`src/rtl/rr_burst_arbiter_if.sv`:
```
// Shared output channel bundle for the round-robin burst arbiter.
// Requester lanes, the merged channel, and the grant status.
interface rr_burst_arbiter_if #(
  parameter int NUM_REQ = 4,
  parameter int DATA_W  = 64
);
  localparam int IDX_W = $clog2(NUM_REQ);

  logic [NUM_REQ-1:0]             req_valid_i;
  logic [NUM_REQ-1:0][DATA_W-1:0] req_data_i;
  logic [NUM_REQ-1:0]             req_last_i;
  logic [NUM_REQ-1:0]             req_ready_o;
  logic                           out_valid_o;
  logic [DATA_W-1:0]              out_data_o;
  logic                           out_last_o;
  logic                           out_ready_i;
  logic [IDX_W-1:0]               gnt_idx_o;
  logic                           busy_o;

  modport slave (
    input  req_valid_i,
    input  req_data_i,
    input  req_last_i,
    input  out_ready_i,
    output req_ready_o,
    output out_valid_o,
    output out_data_o,
    output out_last_o,
    output gnt_idx_o,
    output busy_o
  );

  modport master (
    output req_valid_i,
    output req_data_i,
    output req_last_i,
    output out_ready_i,
    input  req_ready_o,
    input  out_valid_o,
    input  out_data_o,
    input  out_last_o,
    input  gnt_idx_o,
    input  busy_o
  );
endinterface

```
`src/rtl/rr_burst_arbiter.sv`:
```
// Round-robin arbiter sharing one valid/ready channel among NUM_REQ
// requesters; a grant is held for the whole burst until the last beat.
module rr_burst_arbiter #(
  parameter int NUM_REQ = 4,
  parameter int DATA_W  = 64
) (
  input logic               clk_i,
  input logic               arst_i,
  rr_burst_arbiter_if.slave bus
);
  localparam int IDX_W = $clog2(NUM_REQ);

  typedef logic [IDX_W-1:0] idx_t;

  typedef enum logic {
    S_IDLE,
    S_LOCKED
  } state_e;

  state_e state_q;
  state_e state_d;
  idx_t   ptr_q;
  idx_t   ptr_d;
  idx_t   own_q;
  idx_t   own_d;

  logic   locked;
  logic   scan_hit;
  idx_t   scan_idx;
  int     scan_j;
  idx_t   cand;
  idx_t   sel;
  logic   sel_vld;
  logic   sel_last;
  logic   grant_en;
  logic   hs;
  logic   hs_last;

  // Modulo increment that also wraps for non-power-of-2 counts.
  function automatic idx_t next_idx(input idx_t i);
    if (int'(i) == NUM_REQ - 1) begin
      return '0;
    end
    return i + idx_t'(1);
  endfunction

  assign locked = (state_q == S_LOCKED);

  always_comb begin
    scan_hit = 1'b0;
    scan_idx = '0;
    scan_j   = 0;
    cand     = '0;
    for (int k = 0; k < NUM_REQ; k++) begin
      scan_j = int'(ptr_q) + k;
      if (scan_j >= NUM_REQ) begin
        scan_j = scan_j - NUM_REQ;
      end
      cand = idx_t'(scan_j);
      if (!scan_hit && bus.req_valid_i[cand]) begin
        scan_hit = 1'b1;
        scan_idx = cand;
      end
    end
  end

  always_comb begin
    sel      = scan_idx;
    sel_vld  = scan_hit;
    grant_en = scan_hit;
    if (locked) begin
      sel      = own_q;
      sel_vld  = bus.req_valid_i[own_q];
      grant_en = 1'b1;
    end
  end

  assign sel_last = bus.req_last_i[sel];
  assign hs       = sel_vld & bus.out_ready_i;
  assign hs_last  = hs & sel_last;

  always_comb begin
    bus.out_valid_o = sel_vld & ~arst_i;
    bus.out_data_o  = bus.req_data_i[sel];
    bus.out_last_o  = sel_last;
    bus.gnt_idx_o   = arst_i ? '0 : sel;
    bus.busy_o      = locked & ~arst_i;
    bus.req_ready_o = '0;
    if (grant_en && !arst_i) begin
      bus.req_ready_o[sel] = bus.out_ready_i;
    end
  end

  always_comb begin
    state_d = state_q;
    ptr_d   = ptr_q;
    own_d   = own_q;
    unique case (state_q)
      S_IDLE: begin
        if (sel_vld) begin
          if (hs_last) begin
            ptr_d = next_idx(sel);
          end else begin
            state_d = S_LOCKED;
            own_d   = sel;
          end
        end
      end
      S_LOCKED: begin
        if (hs_last) begin
          state_d = S_IDLE;
          ptr_d   = next_idx(own_q);
        end
      end
      default: begin
        state_d = S_IDLE;
      end
    endcase
  end

  always_ff @(posedge clk_i or posedge arst_i) begin
    if (arst_i) begin
      state_q <= S_IDLE;
      ptr_q   <= '0;
      own_q   <= '0;
    end else begin
      state_q <= state_d;
      ptr_q   <= ptr_d;
      own_q   <= own_d;
    end
  end
endmodule

```
`src/flat_wrapper.sv`:
```
// flat-port wrapper written by rule: the top's interface ports become plain ports
module rr_burst_arbiter_flat 
#(
  parameter int NUM_REQ = 4,
  parameter int DATA_W  = 64
)
  (clk_i, arst_i, bus_req_valid_i, bus_req_data_i, bus_req_last_i, bus_out_ready_i, bus_req_ready_o, bus_out_valid_o, bus_out_data_o, bus_out_last_o, bus_gnt_idx_o, bus_busy_o);
  rr_burst_arbiter_if #(.NUM_REQ(NUM_REQ), .DATA_W(DATA_W)) bus_i ();
  input logic clk_i;
  input logic arst_i;
  input wire logic [$bits(bus_i.req_valid_i)-1:0] bus_req_valid_i;
  input wire logic [$bits(bus_i.req_data_i)-1:0] bus_req_data_i;
  input wire logic [$bits(bus_i.req_last_i)-1:0] bus_req_last_i;
  input wire logic [$bits(bus_i.out_ready_i)-1:0] bus_out_ready_i;
  output wire logic [$bits(bus_i.req_ready_o)-1:0] bus_req_ready_o;
  output wire logic [$bits(bus_i.out_valid_o)-1:0] bus_out_valid_o;
  output wire logic [$bits(bus_i.out_data_o)-1:0] bus_out_data_o;
  output wire logic [$bits(bus_i.out_last_o)-1:0] bus_out_last_o;
  output wire logic [$bits(bus_i.gnt_idx_o)-1:0] bus_gnt_idx_o;
  output wire logic [$bits(bus_i.busy_o)-1:0] bus_busy_o;
  assign bus_i.req_valid_i = bus_req_valid_i;
  assign bus_i.req_data_i = bus_req_data_i;
  assign bus_i.req_last_i = bus_req_last_i;
  assign bus_i.out_ready_i = bus_out_ready_i;
  assign bus_req_ready_o = bus_i.req_ready_o;
  assign bus_out_valid_o = bus_i.out_valid_o;
  assign bus_out_data_o = bus_i.out_data_o;
  assign bus_out_last_o = bus_i.out_last_o;
  assign bus_gnt_idx_o = bus_i.gnt_idx_o;
  assign bus_busy_o = bus_i.busy_o;
  rr_burst_arbiter #(.NUM_REQ(NUM_REQ), .DATA_W(DATA_W)) u_core (.clk_i(clk_i), .arst_i(arst_i), .bus(bus_i));
endmodule
```
`config.mk`:
```
export PLATFORM = sky130hd
export DESIGN_NAME = rr_burst_arbiter_flat
export DESIGN_NICKNAME = d
export VERILOG_FILES = /design/src/rtl/rr_burst_arbiter_if.sv /design/src/rtl/rr_burst_arbiter.sv /design/src/flat_wrapper.sv
export SDC_FILE = /design/constraint.sdc
export NUM_CORES = 1
export LEC_CHECK = 0
export ABC_AREA = 1
export BUFFER_PORTS_ARGS = -buffer_cell sky130_fd_sc_hd__clkbuf_2
export CORE_AREA = 2 2 132 134
export DETAILED_ROUTE_END_ITERATION = 12
export DIE_AREA = 0 0 134 136
export PLACE_DENSITY_LB_ADDON = 0.1
export SLEW_MARGIN = 20
export SYNTH_ARGS = -nofsm -noshare
export SYNTH_HDL_FRONTEND = slang
export SYNTH_SLANG_ARGS = --single-unit
```
`constraint.sdc`:
```
create_clock -name clk_i -period 4.5 [get_ports clk_i]
set_clock_uncertainty 0.15 [all_clocks]
set_input_delay 0 -clock clk_i [delete_from_list [all_inputs] [get_ports clk_i]]
set_output_delay 0 -clock clk_i [all_outputs]
set_load 0.01 [all_outputs]
```
# Yosys cells after proc, flatten, opt, wreduce, memory -nomap -nowiden
# Index checks and enable logic that the tools add are counted.
# classes
n_reduce_logical	11
add_sub_neg	9
n_eq_ne	5
n_bitwise	8
n_mux	51
magnitude_cmp	11
# op_table
operator	count
binary-select mux 64 bit (select 2 bit)	1
2-to-1 mux 64 bit	1
2-to-1 mux 2 bit	17
2-to-1 mux 1 bit	22
less-than comparator 2 x 3 -> 1 bit (second input constant)	6
binary-select mux 1 bit (select 2 bit)	6
>= comparator 3 bit (second input constant)	3
subtractor 2 x 1 -> 2 bit (second input constant)	4
adder 2 x 2 -> 3 bit (second input constant)	2
AND reduction 3 bit	2
logical AND 1 bit	5
adder 2 x 1 -> 2 bit (second input constant)	2
AND 1 bit	4
AND 4 bit	1
equality test 2 x 1 -> 1 bit (second input constant)	2
zero test 1 bit	4
2-to-1 mux 4 bit	1
inequality test 2 x 1 -> 1 bit (second input constant)	2
case mux 2 bit (2 select lines)	1
adder 2 x 1 -> 3 bit (second input constant)	1
>= comparator 2 x 3 -> 1 bit (second input constant)	1
NOT 1 bit	3
demux 1 bit (select 2 bit)	1
>= comparator 2 x 1 -> 1 bit (second input constant)	1
other kinds (2)	2
# totals
word_cells	98
output_inout_bits	73
in_bits	267
regBits	5

# Logic depth before layout (Yosys ltp)
# Gate-level depths: netlist of the first run.
# depth
word_depth	25
ltp_mapped	17
ltp_nobuf	16

# Worst setup path before layout of the first run
# No wires, ideal clock.
# synth_path
path_kind	flip-flop to flip-flop
startpoint	reg u_core.ptr_q[0]
endpoint	reg u_core.ptr_q[1]
required_time_ps	4227
stages_incl_launch_ff	15
period_less_slack_ps	2260
path_buffers	3
slack_ps	2240
arrival_time_ps	1987
setup_time_ps	123
cell_sequence	dfrtp_1 buf_6 nand2_1 o21ai_0 nand2_1 o21ai_2 nor2_2 nand3_4 nand3_4 inv_2 buf_6 buf_2 ha_1 mux2i_1 o21ai_1
# synth_between
elab_chain_len	24
word_cells_on_any_way	57
classes_between	add/sub (8); order compare (4); eq/ne (4); mux (32); bitwise (2); reduce/logical (7)
# synth_rtl
item	line	text
from (decl)	rr_burst_arbiter.sv:22	idx_t ptr_q;
from (signal assigned)	rr_burst_arbiter.sv:128	ptr_q <= ptr_d;
branches (longest 13 deep; another with adder 2 x 1 -> 3 bit)	-	
2-to-1 mux 2 bit (*)	rr_burst_arbiter.sv:60	if (!scan_hit && bus.req_valid_i[cand]) begin
2-to-1 mux 2 bit (*)	rr_burst_arbiter.sv:71	if (locked) begin
named net u_core.sel[0]	rr_burst_arbiter.sv:32	idx_t sel;
equality test 2 x 1 -> 1 bit	rr_burst_arbiter.sv:41	if (int'(i) == NUM_REQ - 1) begin
2-to-1 mux 1 bit	rr_burst_arbiter.sv:41	
2-to-1 mux 1 bit	rr_burst_arbiter.sv:101	if (hs_last) begin
2-to-1 mux 1 bit	rr_burst_arbiter.sv:100	if (sel_vld) begin
2-to-1 mux 1 bit	rr_burst_arbiter.sv:98	unique case (state_q)
2-to-1 mux 2 bit	rr_burst_arbiter.sv:44	return i + idx_t'(1);
2-to-1 mux 2 bit	rr_burst_arbiter.sv:101	
2-to-1 mux 2 bit	rr_burst_arbiter.sv:100	
case mux 2 bit (2 select lines)	rr_burst_arbiter.sv:98	
# Mark *: on every way through the listed nets, which the timed path passes. The select of a mux whose other input is x is not followed.
# A chain may end at the register's enable or synchronous reset.

# Worst setup path in the final report of the first run
# layout_path
startpoint	reg u_core.ptr_q[0]
endpoint	out bus_out_data_o[19]
# layout_between
elab_chain_len	17
word_cells_on_any_way	39
classes_between	add/sub (7); order compare (4); mux (22); reduce/logical (6)
# layout_rtl
item	line	text
branches (longest 13 deep; another with adder 2 x 1 -> 3 bit)	-	
2-to-1 mux 2 bit (*)	rr_burst_arbiter.sv:60	
2-to-1 mux 2 bit (*)	rr_burst_arbiter.sv:71	
binary-select mux 64 bit (select 2 bit) (*)	rr_burst_arbiter.sv:84	bus.out_data_o = bus.req_data_i[sel];
2-to-1 mux 64 bit (not written as such) (*)	rr_burst_arbiter.sv:84	
to (decl)	flat_wrapper.sv:17	output wire logic [$bits(bus_i.out_data_o)-1:0] bus_out_data_o;
# Every way passes the cells marked *. The select of a mux whose other input is x is not followed.

==> impl_summary.md, run 1 <==
Run status
The run finished with clean final reports.

Floorplanning
The die covers 18220 sq um. The die width is 134 microns. For this design the top-level I/O count stands at 340. From bottom edge to top edge, the die measures 136 microns. The floorplan has 48 rows. The initial utilization of the core area, before any placement, comes to 0.1626. The core region is 16880 sq um.

Timing
The number of max-slew violations in the final report is 0. Setup repair after global routing left no endpoint under its margin. The number of hold-slack violations in the final timing report is 0. The actual transition at the worst max-transition pin is 0.7791 ns.

The total negative setup slack is 0 ns. The peak clock frequency supported by timing is 0.2973 GHz. After layout, the minimum clock period comes to 3.364 ns. The final setup violation count is 0.

The tightest slew margin relative to the limit is 0.4794. The final critical-path share of the clock period is 0.7475.

Synthesis
Synthesis produced a netlist with a net count of 772. Summing every instance area after synthesis gives 2744 sq um. The sequential cell area fraction in the yosys report is 0.04560. During synthesis, Yosys emitted a total of 0 warnings. The average size of a mapped cell is 5.488 sq um. The gate count of the mapped netlist is 500. Synthesis instantiated 28 different standard cells from the library. The number of synthesized register bits is 5.

Cells and area
The number of nets in the layout is 1079. The finished cells cover 4624 sq um. The top cell types in the final layout, fill and taps aside, are 339 x sky130_fd_sc_hd__clkbuf_2, 127 x sky130_fd_sc_hd__o21ai_0, 78 x sky130_fd_sc_hd__nor2_1, 70 x sky130_fd_sc_hd__o21ai_1, 64 x sky130_fd_sc_hd__o21bai_1. The area of all sequential standard cells is 125.1 sq um. The count of placed standard cells in the final layout, fillers left out is 1032. Relative to the synthesized area, the layout overhead comes to 68.54%. Fill cells in the final layout number 1994. The area taken by multi-input logic gates is 2286 sq um. The library cell used most frequently in the layout, excluding fill and tap cells, is sky130_fd_sc_hd__clkbuf_2.

Of the cells placed in the final design, the portion with a size suffix greater than 1 is 0.4566.

GRT
Entering global routing, the biggest net connects 77 pins. Summed over all layers, the global routing overflow is 0. The first global-routing pass estimated 22370 microns of wire. The overall global routing resource usage is 0.1515. The number of antenna violations at the first check in global routing is 2. The via count of the first global-routing pass is 4342.

CTS
No sink is reached through more buffers than the 2 on the longest clock path. The post-cts sizing count is 0. The clock-pin slew of the registers on the worst-case setup and hold paths is 0.03 ns. TritonCTS built the clock tree. At the later pin of the worst-skew pair, clock insertion delay measures 0.23 ns. The number of clock sinks seen by CTS is 5. The number of clock buffers inserted by TritonCTS is 3. The H-tree depth is 1.

The root buffer cell is sky130_fd_sc_hd__clkbuf_16.

Place
The detailed placer's ending HPWL is 12100 microns. Once placement completed, the tool counted placed cells totaling 1026. Input and output buffers added on the ports amount to 339.

The congestion estimate from routability-driven global placement came to 0.7558. The placed standard-cell area is 4533 sq um.

Pwr
In this run the static leakage power is 2.590 nW. After layout, the design draws a total of 3.130 mW. The worst-case IR drop observed on VDD is 0.2596 mV. The power density relative to cell area is 676.8 nW/um^2.

Route
The total length of routed met3 wires is 1200 microns. The count of nets left with antenna violations once routing finished came out at 0. The average wire per standard cell is 14.64 microns. In this run, the number of DRC markers left after iteration 0 of detailed routing was 102. The met2 routed wirelength is 8029 microns.

The met1 layer wirelength in the final routing is 5791 microns. The aggregate routed wire length is 15110 microns. The routed via count divided by cell count is 4.338. In this run the top signal layer used is met5. The vias after detailed routing is 4477. The first-pass iteration count of the detailed router is 6. The post-route DRC violation count is 0.

Setup path
In this design, the critical path's most frequently occurring cell is sky130_fd_sc_hd__nand2_1. The required time at the worst-slack endpoint is 4.35 ns. In this design, the stage delay of the slowest critical-path cell is 0.59 ns. Data arrives at the worst endpoint at 3.21 ns. The critical-path cell with the highest stage delay is sky130_fd_sc_hd__dfrtp_1. Traced cell by cell, the critical path runs through inv_2 > nand2_1 > nand2_2 > nand2_1 > nand2_1 > nor2_4 > nand3_1 > nand3_1 > nand2_1 > nand2_2 > buf_4 > o21ai_0 > o21bai_1 > o21ai_0 > clkbuf_2. In this run the worst path has a maximum fanout of 36. The kind of launch point of the worst setup path is a flop. By startpoint and endpoint, the worst setup path is classified as flop to output pin.

STA classifies the critical path endpoint as an output pin. The worst register-to-register path has a depth of 15.

Hold path
The path class of the lowest-slack min-delay path is input port to flop. The cell depth of the worst min-delay path is 5.

Job
Max-cap violations in this run came to 0.
[worst max-delay path: cells and delay by family, from the launching register on]
| family | cells | cell delay (ns) |
|---|---|---|
| buffers and inverters | 3 | 0.72 |
| DFF | 1 | 0.59 |
| and+or+nand+nor | 9 | 1.22 |
| AOI/OAI and AO/OA | 3 | 0.43 |
[final cells by class]
| type | instances | area share |
|---|---|---|
| Multi-Input combinational cell | 431 | 0.4943 |
| Timing Repair Buffer | 345 | 0.3826 |
| Tap cell | 225 | 0.06088 |
| Sequential cell | 5 | 0.02706 |
| Inverter | 21 | 0.01759 |
| Clock buffer | 4 | 0.01705 |
| Antenna cell | 1 | 0.0005411 |
[worst paths after layout]
check	start	to	slack [ns]
max	u_core.ptr_q[0]	bus_out_data_o[19]	1.14
min	bus_out_ready_i	u_core.ptr_q[1]	0.07
max reg2reg	u_core.ptr_q[0]	u_core.own_q[0]	1.51
min reg2reg	u_core.own_q[1]	u_core.own_q[1]	0.42
max in group asynchronous	arst_i	u_core.locked	3.87
min in group asynchronous	arst_i	u_core.own_q[0]	0.14
[routing by layer]
metal,track usage,vias to the layer above
li1,-,2347
met1,0.1699,1946
met2,0.2943,174
met3,0.03952,8
met4,0.01655,2
met5,0,-
[repair_timing]
item                      4_1_cts  5_1_grt
hold buffers                    1        0
hold endpoints to repair        5        0
setup buffers                   0        0
[synth_stat cells]
library cell                 n  share of area
sky130_fd_sc_hd__or2_2       1         0.0023
sky130_fd_sc_hd__a31oi_1     1         0.0023
sky130_fd_sc_hd__a21oi_1     1         0.0018
sky130_fd_sc_hd__nand2_1    49          0.067
sky130_fd_sc_hd__o21ai_1    70           0.13
sky130_fd_sc_hd__nand2_2     7          0.016
sky130_fd_sc_hd__nor2_2      1         0.0023
sky130_fd_sc_hd__inv_1      17          0.023
sky130_fd_sc_hd__clkbuf_1   13          0.018
sky130_fd_sc_hd__nor2_1     78           0.11
sky130_fd_sc_hd__nand3_1    13          0.024
sky130_fd_sc_hd__o21ai_2     1         0.0032
sky130_fd_sc_hd__buf_4       2         0.0055
sky130_fd_sc_hd__buf_6       8          0.033
sky130_fd_sc_hd__nand3_4     3          0.019
sky130_fd_sc_hd__mux2i_1     1         0.0036
sky130_fd_sc_hd__o211ai_1    1         0.0027
sky130_fd_sc_hd__and2_1      1         0.0023
sky130_fd_sc_hd__nand3_2     2         0.0073
sky130_fd_sc_hd__buf_2      20          0.036
sky130_fd_sc_hd__nand4_1     2         0.0046
sky130_fd_sc_hd__ha_1        5          0.023
sky130_fd_sc_hd__inv_2       4         0.0055
sky130_fd_sc_hd__nor2_4      2         0.0082
sky130_fd_sc_hd__o21bai_1   64           0.18
sky130_fd_sc_hd__o21ai_0   127           0.23
sky130_fd_sc_hd__nand3b_1    1         0.0027
sky130_fd_sc_hd__dfrtp_1     5          0.046
[through the flow]
stage               hold WS (ns)    util  setup slack (ns)
finish                   0.06687  0.2740             1.136
global route              0.1160  0.2740            0.7787
CTS                      0.07187  0.2739             1.075
detailed placement       -0.1730  0.2686             1.330
global placement         -0.1674  0.2686             1.361
floorplan                -0.3630       -             2.240
[cell families (layout without fill, tap and decap cells)]
kind of cell             Yosys count  count (layout)  synth area share
buffers and inverters             64             370            0.1213
multiplexers                       1               1          0.003648
other                              0               1                 0
AND/OR/NAND/NOR                  160             160            0.2622
adder cells (fa/ha/maj)            5               5           0.02280
flip-flops                         5               5           0.04560
AO/OA/AOI/OAI                    265             265            0.5445
[report_power, final]
group,total (mW),switching (mW),leakage [nW],internal [mW]
Clock,0.147,0.0291,0.0382,0.117
Sequential,0.105,0.0413,0.0611,0.0634
Combinational,2.88,1.80,2.49,1.08
[sequential cells by signal (all words and copies together), names as in the netlist]
name and count:
u_core.own_q 2, u_core.locked 1, u_core.ptr_q 2
Note: power is estimated with default switching activity, not from simulation.
==> run 2: changes to the inputs <==
--- a/config.mk
+++ b/config.mk
@@ -5,11 +5,11 @@
 export SDC_FILE = /design/constraint.sdc
 export NUM_CORES = 1
 export LEC_CHECK = 0
-export ABC_AREA = 1
+export ABC_AREA = 0
 export BUFFER_PORTS_ARGS = -buffer_cell sky130_fd_sc_hd__clkbuf_2
-export CORE_AREA = 2 2 132 134
+export CORE_AREA = 2 2 131 133
 export DETAILED_ROUTE_END_ITERATION = 12
-export DIE_AREA = 0 0 134 136
+export DIE_AREA = 0 0 133 135
 export PLACE_DENSITY_LB_ADDON = 0.1
 export SLEW_MARGIN = 20
 export SYNTH_ARGS = -nofsm -noshare
==> constraint.sdc (replaced) <==
create_clock -name clk_i -period 2.94 [get_ports clk_i]
set_clock_uncertainty 0.15 [all_clocks]
set_input_delay 0 -clock clk_i [delete_from_list [all_inputs] [get_ports clk_i]]
set_output_delay 0 -clock clk_i [all_outputs]
set_load 0.01 [all_outputs]
==> run 2 against run 1 <==
  * Count of clock-buffer cells in the layout unchanged
  * Setup slack worse by 1.1 ns
  * Total power up 47%
  * Critical path depth down 6
  * Core utilization up 2.3 points
  * Critical endpoint is now bus_out_data_o[51]
  * Highest routed layer is now met4
==> impl_summary.md, run 2 <==
GRT
The via count of the first global-routing pass is 3619. The maximum number of pins on one net before global-route repair is 69. The number of antenna violations at the first check in global routing is 0.

For this run, the total global-route usage over all layers was measured as 0.1239. The first-pass GRT wire length is 18070 microns. Summed over all layers, the global routing overflow is 0.

CTS
Clock tree synthesis found a total of 5 sinks. The H-tree depth is 1. TritonCTS built the clock tree. The tree is rooted in a sky130_fd_sc_hd__clkbuf_16.

At the later pin of the worst-skew pair, clock insertion delay measures 0.23 ns. Counting the buffers created by CTS gives 3. After clock tree synthesis, the clock-pin slew on the worst setup and hold paths is 0.03 ns. Post-CTS timing repair inserted 0 buffers for setup. The clock passes through at most 2 buffers.

Pwr
The analysis attributes to net switching a power of 2.263 mW. Of the total power, the clock network draws 0.048. The design internal power is 2.335 mW. VDD sags by at most 0.6246 mV.

The relative contribution of sequential cells to total power is 0.041. For this design the static power due to leakage is 3.335 nW. The logic gate share of total power is 0.911. In this run the power density over the cells is 944.3 nW/um^2. The switching power share of the total is 0.4922.

Synthesis
The synthesized design spends more area on one cell type than any other, namely sky130_fd_sc_hd__mux2i_1. The share of synthesized area in the top cell type comes to 0.6870. The predominant post-synthesis flop cell is sky130_fd_sc_hd__dfrtp_1. After synthesis the cells add up to 2870 sq um. The count of flip-flops with a built-in enable after synthesis is 0.

Of all flip-flops after synthesis, the portion carrying an async set or reset was 1.000. The gate count of the mapped netlist is 295. Of the total synthesized cell area, the portion taken by AND, OR, NAND and NOR gates is 0.06582. The net count after synthesis is 567. During synthesis, Yosys emitted a total of 0 warnings. The compound-cell area share of the yosys netlist was 0.05231. After synthesis, the share of cell area in mux cells is 0.7302. Ranked by instance count, the synthesized netlist is headed by 197 x sky130_fd_sc_hd__mux2i_1, 8 x sky130_fd_sc_hd__buf_8, 7 x sky130_fd_sc_hd__mux2_1, 6 x sky130_fd_sc_hd__clkbuf_1, 6 x sky130_fd_sc_hd__nand2_1.

The average size of a mapped cell is 9.730 sq um. For this run, the register share of the synthesized area comes to 0.04359. Sorting the synthesized cells by area gives the leading types as sky130_fd_sc_hd__mux2i_1 69%, sky130_fd_sc_hd__dfrtp_1 4.4%, sky130_fd_sc_hd__buf_8 4.2%. The dominant cell by count in the synthesized netlist is sky130_fd_sc_hd__mux2i_1.

The count of cell types in the netlist is 40. Of the total synthesized cell area, the portion taken by full adders, half adders and majority gates is 0.02180. Of the total synthesized cell area, the portion taken by XOR and XNOR cells is 0. The largest family of logic cells by synthesized area is multiplexers. The number of synthesized register bits is 5.

Route
The average wire per standard cell is 14.80 microns. The vias after detailed routing is 3502. The post-route DRC violation count is 0. The detail route stage leaves a number of antenna-violating nets equal to 0.

The pre-antenna-repair detailed-routing pass consisted of 4 iterations. The routed via count divided by cell count is 4.164. The detailed router finished its first iteration with 81 violations. After detailed routing, the total wire length is 12450 microns.

Timing
The number of max-slew violations in the final report is 0. Setup violations remaining at the end of the flow were counted as 0. At the pin with the least slew margin, the transition time is 0.5980 ns.

The total negative setup slack is 0 ns. The final critical-path share of the clock period is 0.9708. The peak clock frequency supported by timing is 0.3504 GHz. The number of hold-slack violations in the final timing report is 0. Setup repair after global routing could not meet its margin everywhere.

In this run the tightest slew margin relative to its limit is 0.6014. The clock period could shrink to 2.854 ns.

Hold path
The path class of the lowest-slack min-delay path is input port to flop.

Setup path
The critical path goes through and4bb_1 > or2_1 > o21a_1 > mux2i_4 > buf_12 > buf_16 > mux2i_1 > mux2i_1 > clkbuf_2. STA classifies the critical path startpoint as a flop. The critical-path cell with the highest stage delay is sky130_fd_sc_hd__dfrtp_1. The maximum fanout count along the critical path is 40. The most used cell along the critical path is sky130_fd_sc_hd__mux2i_1. The maximum cell stage delay along the critical path is 0.43 ns. The data arrival at the endpoint of the critical path is 2.70 ns.

The startpoint-to-endpoint class of the critical path is flop to output pin. The required time at the worst-slack endpoint is 2.79 ns. The worst setup path is captured at an output pin.

Floorplanning
In this run the horizontal extent of the chip is 133 microns. The height of the die is 135 microns. The region available for standard cell placement spans 16410 sq um. 340 I/O pins were placed. The row count is 47. For this configuration, the core starts out at a cell density of 0.1749.

The die covers 17960 sq um.

Cells and area
Fill cells in the final layout number 1794. 0 antenna diodes ended up in the layout. The number of nets in the layout is 894. The library cell used most frequently in the layout, excluding fill and tap cells, is sky130_fd_sc_hd__clkbuf_2. Measured on the finished design, the core utilization comes to 0.2968.

In the layout the commonest cells are 339 x sky130_fd_sc_hd__clkbuf_2, 197 x sky130_fd_sc_hd__mux2i_1, 7 x sky130_fd_sc_hd__mux2_1, 6 x sky130_fd_sc_hd__nand2_1. The share of cells above drive strength 1 is 0.5781. From synthesis to final layout, the design area changed by 69.66%.

Job
The number of maximum-capacitance constraint violations is 0.

Place
After legalization and detailed placement, the total HPWL measured 10520 microns. The count of buffers from port buffering is 339. The final weighted congestion in routability-driven placement is 0.8014.

Run status
The run finished with clean final reports.
==> run 2: cell types whose count changed in the layout (fill, tap and decap cells not counted), moves of 7 or more <==
cell                       previous run  this run
sky130_fd_sc_hd__inv_1               17         4
sky130_fd_sc_hd__nand3_1             13         0
sky130_fd_sc_hd__nor2_1              78         4
sky130_fd_sc_hd__nand2_2              7         0
sky130_fd_sc_hd__mux2_1               0         7
sky130_fd_sc_hd__o21ai_1             70         0
sky130_fd_sc_hd__o21bai_1            64         0
sky130_fd_sc_hd__mux2i_1              1       197
sky130_fd_sc_hd__o21ai_0            127         3
sky130_fd_sc_hd__nand2_1             49         6
==> run 2: cell type report <==
type / instances / area [sq um] / area share
clock buffer: 4 / 78.83 / 0.01619
inverter: 5 / 18.77 / 0.003854
multi-input combinational: 260 / 2500 / 0.5134
sequential: 5 / 125.1 / 0.02569
tap: 220 / 275.3 / 0.05653
timing repair buffer: 347 / 1872 / 0.3844
==> run 2: stage by stage <==
stage                     instance area, sq um  hold WS [ns]  total power [mW]  worst slack [ns]  instances
after global routing                      4870        0.1107             4.962          -0.07157        841
after detailed placement                  4716       -0.1573             4.304            0.2769        834
after global placement                    4716       -0.1813             4.281            0.3259        834
final                                     4870       0.07238             4.598           0.08582        841
after CTS                                 4805       0.06744             4.544           0.04462        839
after floorplan                           2870       -0.3715             3.163            0.3245        295
==> run 2: path summary, 6_finish.rpt <==
kind	startpoint	to	cells after the start	slack [ns]
worst min-delay path	bus_out_ready_i	u_core.locked	3	0.07
worst max-delay path	u_core.ptr_q[1]	bus_out_data_o[51]	9	0.09
worst max register to register	u_core.ptr_q[1]	u_core.ptr_q[1]	8	0.29
max in group asynchronous	arst_i	u_core.own_q[1]	3	2.32
min in group asynchronous	arst_i	u_core.ptr_q[1]	3	0.14
worst min register to register	u_core.own_q[0]	u_core.own_q[0]	1	0.41
==> run 2: cells by family after synthesis <==
group                    count (synthesis)
AO/OA/AOI/OAI                           17
AND/OR/NAND/NOR                         31
flip-flops                               5
multiplexers                           207
buffers and inverters                   30
adder cells (fa/ha/maj)                  5
==> run 2: worst max-delay path: cells and delay by family (launching register included) <==
family	cells	cell delay, ns
buffers and inverters	3	0.64
muxes	3	0.57
and+or+nand+nor	2	0.55
DFF	1	0.43
AOI/OAI and AO/OA	1	0.22
==> run 2: power groups by stage <==
stage / Combinational, mW / Sequential [mW] / Clock, mW
after floorplan: 3.03 / 0.129 / 0
after global placement: 4.09 / 0.188 / 0
after detailed placement: 4.11 / 0.189 / 0
after CTS: 4.13 / 0.188 / 0.228
after global routing: 4.53 / 0.200 / 0.235
final: 4.19 / 0.187 / 0.223
==> run 2: metal layers <==
layer,up-vias,share of wire,GRT usage
li1,1774,-,-
met1,1559,0.35,0.1328
met2,159,0.56,0.2487
met3,10,0.075,0.03078
met4,0,0.011,0.01613
met5,-,0,0
==> run 2: repair_timing <==
item / 4_1_cts / 5_1_grt
endpoints found under the hold margin: 5 / 0
setup endpoints to repair: 0 / 50
hold buffers: 1 / 0
resized for setup: 0 / 2
==> run 3: changes to the inputs <==
==> constraint.sdc (replaced) <==
create_clock -name clk_i -period 3.3 [get_ports clk_i]
set_clock_uncertainty 0.15 [all_clocks]
set_input_delay 0 -clock clk_i [delete_from_list [all_inputs] [get_ports clk_i]]
set_output_delay 0 -clock clk_i [all_outputs]
set_load 0.01 [all_outputs]
==> run 3 against run 2 <==
  * Critical path depth stayed put
  * Final area is 1.7% lower
  * Setup slack better by 0.15 ns
  * Critical endpoint is now bus_out_data_o[36]
  * Highest routed layer unchanged
==> impl_summary.md, run 3 (same netlist as run 2, synthesis figures left out) <==
CTS
In this run the number of H-tree levels came out at 1. After clock tree synthesis, the clock-pin slew on the worst setup and hold paths is 0.03 ns. The post-cts sizing count is 0. The maximum buffer depth of the clock tree is 2.

The number of clock buffers inserted by TritonCTS is 3. TritonCTS built the clock tree. The post-CTS setup repair buffer count is 0. The clock drives 5 sinks. The root buffer cell is sky130_fd_sc_hd__clkbuf_16.

The source-to-sink clock delay at the later pin of the worst-skew pair is 0.23 ns.

Route
The aggregate routed wire length is 12290 microns. The average wire per standard cell is 14.67 microns. Once detail routing completed, the nets flagged for antenna violations numbered 0. The first-pass iteration count of the detailed router is 4. The post-route DRC violation count is 0. The starting DRC count in detailed routing is 66.

Using the TritonRoute via totals, the vias-per-cell ratio works out to 4.156. The final route contains 3483 vias.

Setup path
In this run the worst path has a maximum fanout of 59. Data arrives at the worst endpoint at 2.92 ns. The worst setup path is captured at an output pin. The startpoint-to-endpoint class of the critical path is flop to output pin. The required time at the worst-slack endpoint is 3.15 ns.

The kind of launch point of the worst setup path is a flop.

Timing
The worst hold margin is 0.05474 ns. Setup repair after global routing left no endpoint under its margin. The tightest slew margin relative to the limit is 0.5944. The final critical path time including I/O delays and setup is 3.066 ns. The actual transition at the worst max-transition pin is 0.6084 ns. The peak clock frequency supported by timing is 0.3261 GHz.

The total negative setup slack is 0 ns. Dividing the final minimum period by the clock period gives 0.9292. The number of hold-slack violations in the final timing report was 0.

Setup violations remaining at the end of the flow were counted as 0. The number of max-slew violations in the final report came to 0.

GRT
The met1 track demand over resource in global routing is 0.1326. The met2 usage is 0.2596. The global-route congestion overflow total is 0. The layer with the highest usage after global routing is met2. The maximum number of pins on one net before global-route repair is 69. The first global-routing pass estimated 18280 microns of wire.

The number of antenna violations at the first check in global routing is 0. The via count of the first global-routing pass was 3655. Across every metal layer, demand over resource in global routing totals 0.1255.

For this run, global-route usage on met3 was measured as 0.02365.

Floorplanning
For this configuration, the core starts out at a cell density of 0.1749. The die is 135 microns tall. The floorplan die area is 17960 sq um. The total area inside the core boundary comes to 16410 sq um. In this run the count of I/O pins placed on the die edge is 340. The die width is 133 microns. The row count is 47.

Run status
The run finished with clean final reports.

Cells and area
For this run, the share of the core covered by cells in the final layout is 0.2916. The number of diodes added for antenna fixing is 0. Leaving out fill and tap cells, the most frequent cell in the layout is sky130_fd_sc_hd__clkbuf_2. The area of all sequential standard cells is 125.1 sq um. The share of cells above drive strength 1 is 0.5761. The relative area change from synthesis to final layout is 66.70%.

The number of nets in the layout is 891. The filler cell count is 1773. In the layout the commonest cells are 339 x sky130_fd_sc_hd__clkbuf_2, 197 x sky130_fd_sc_hd__mux2i_1, 7 x sky130_fd_sc_hd__mux2_1, 6 x sky130_fd_sc_hd__nand2_1.

The finished cells cover 4785 sq um. The multi-input combinational cells in the finished layout cover a total of 2500 sq um.

Pwr
The relative contribution of sequential cells to total power is 0.042. Across the VDD grid, the largest voltage drop is 0.4850 mV. The logic gate share of total power is 0.907. The power share of the clock group is 0.051.

Of the total power, the share spent switching nets is 0.4996. The design internal power is 1.974 mW. The switching power total is 1.971 mW. For this design the ratio of total power to cell area is 824.5 nW/um^2. The leakage dissipation is 3.291 nW.

Place
The placed standard-cell area is 4696 sq um. The count of buffers from port buffering is 339. The detailed placer's ending HPWL is 10570 microns. The final weighted congestion in routability-driven placement is 0.7783.

Hold path
The path class of the lowest-slack min-delay path is input port to flop.

Job
The tool flagged a number of max-cap violations equal to 0.
[run 3: changes by cell type in the layout (fill, tap and decap cells not counted), sizes merged]
cell    change
clkbuf      -2
buf         -1
[run 3: path summary, 6_finish.rpt]
check                                     end  slack (ns)             from  cells after the start
setup / recovery           bus_out_data_o[36]        0.23  u_core.ptr_q[1]                      9
hold / removal                  u_core.locked        0.05  bus_out_ready_i                      3
setup reg to reg              u_core.own_q[1]        0.60  u_core.ptr_q[1]                      6
hold reg to reg               u_core.own_q[0]        0.39  u_core.own_q[0]                      1
max in group asynchronous     u_core.ptr_q[1]        2.68           arst_i                      3
min in group asynchronous     u_core.own_q[0]        0.14           arst_i                      3
[run 3: metrics by stage]
step / power, mW / std cells / setup WS [ns]
2_1_floorplan: 2.818 / 295 / 0.6845
6_report: 3.945 / 838 / 0.2338
4_1_cts: 4.018 / 838 / 0.2466
5_1_grt: 4.257 / 838 / 0.08000
3_3_place_gp: 3.786 / 833 / 0.5640
3_5_place_dp: 3.803 / 833 / 0.4900
[run 3: timing repair]
action | CTS | global route
hold endpoints to repair | 5 | 0
endpoints found under the setup margin | 0 | 0
hold buffers | 1 | 0
[run 3: worst max-delay path, stage by stage, from the launching register on]
cell                       delay, ns
sky130_fd_sc_hd__dfrtp_1        0.43
sky130_fd_sc_hd__and4bb_1       0.28
sky130_fd_sc_hd__or2_1          0.26
sky130_fd_sc_hd__o21a_1         0.22
sky130_fd_sc_hd__mux2i_4        0.20
sky130_fd_sc_hd__buf_12         0.38
sky130_fd_sc_hd__buf_12         0.31
sky130_fd_sc_hd__mux2i_1        0.25
sky130_fd_sc_hd__mux2i_1        0.10
sky130_fd_sc_hd__clkbuf_2       0.15
[run 3: area by class of cell]
class / instances / share of cell area
Tap cell: 220 / 0.05753
Inverter: 5 / 0.003923
Clock buffer: 4 / 0.01647
Multi-Input combinational cell: 260 / 0.5225
Sequential cell: 5 / 0.02615
Timing Repair Buffer: 344 / 0.3734
[run 3: per-layer routing]
layer,part of all wire,vias to the layer above
met3,0.060,8
met1,0.36,1551
met2,0.57,156
met4,0.0074,0
met5,0,-
li1,-,1768
[run 3: power by group through the flow]
stage               Clock (mW)  Sequential [mW]  Combinational, mW
global route             0.210            0.174               3.87
floorplan                    0            0.115               2.70
finish                   0.201            0.165               3.58
global placement             0            0.166               3.62
CTS                      0.205            0.165               3.65
detailed placement           0            0.166               3.64
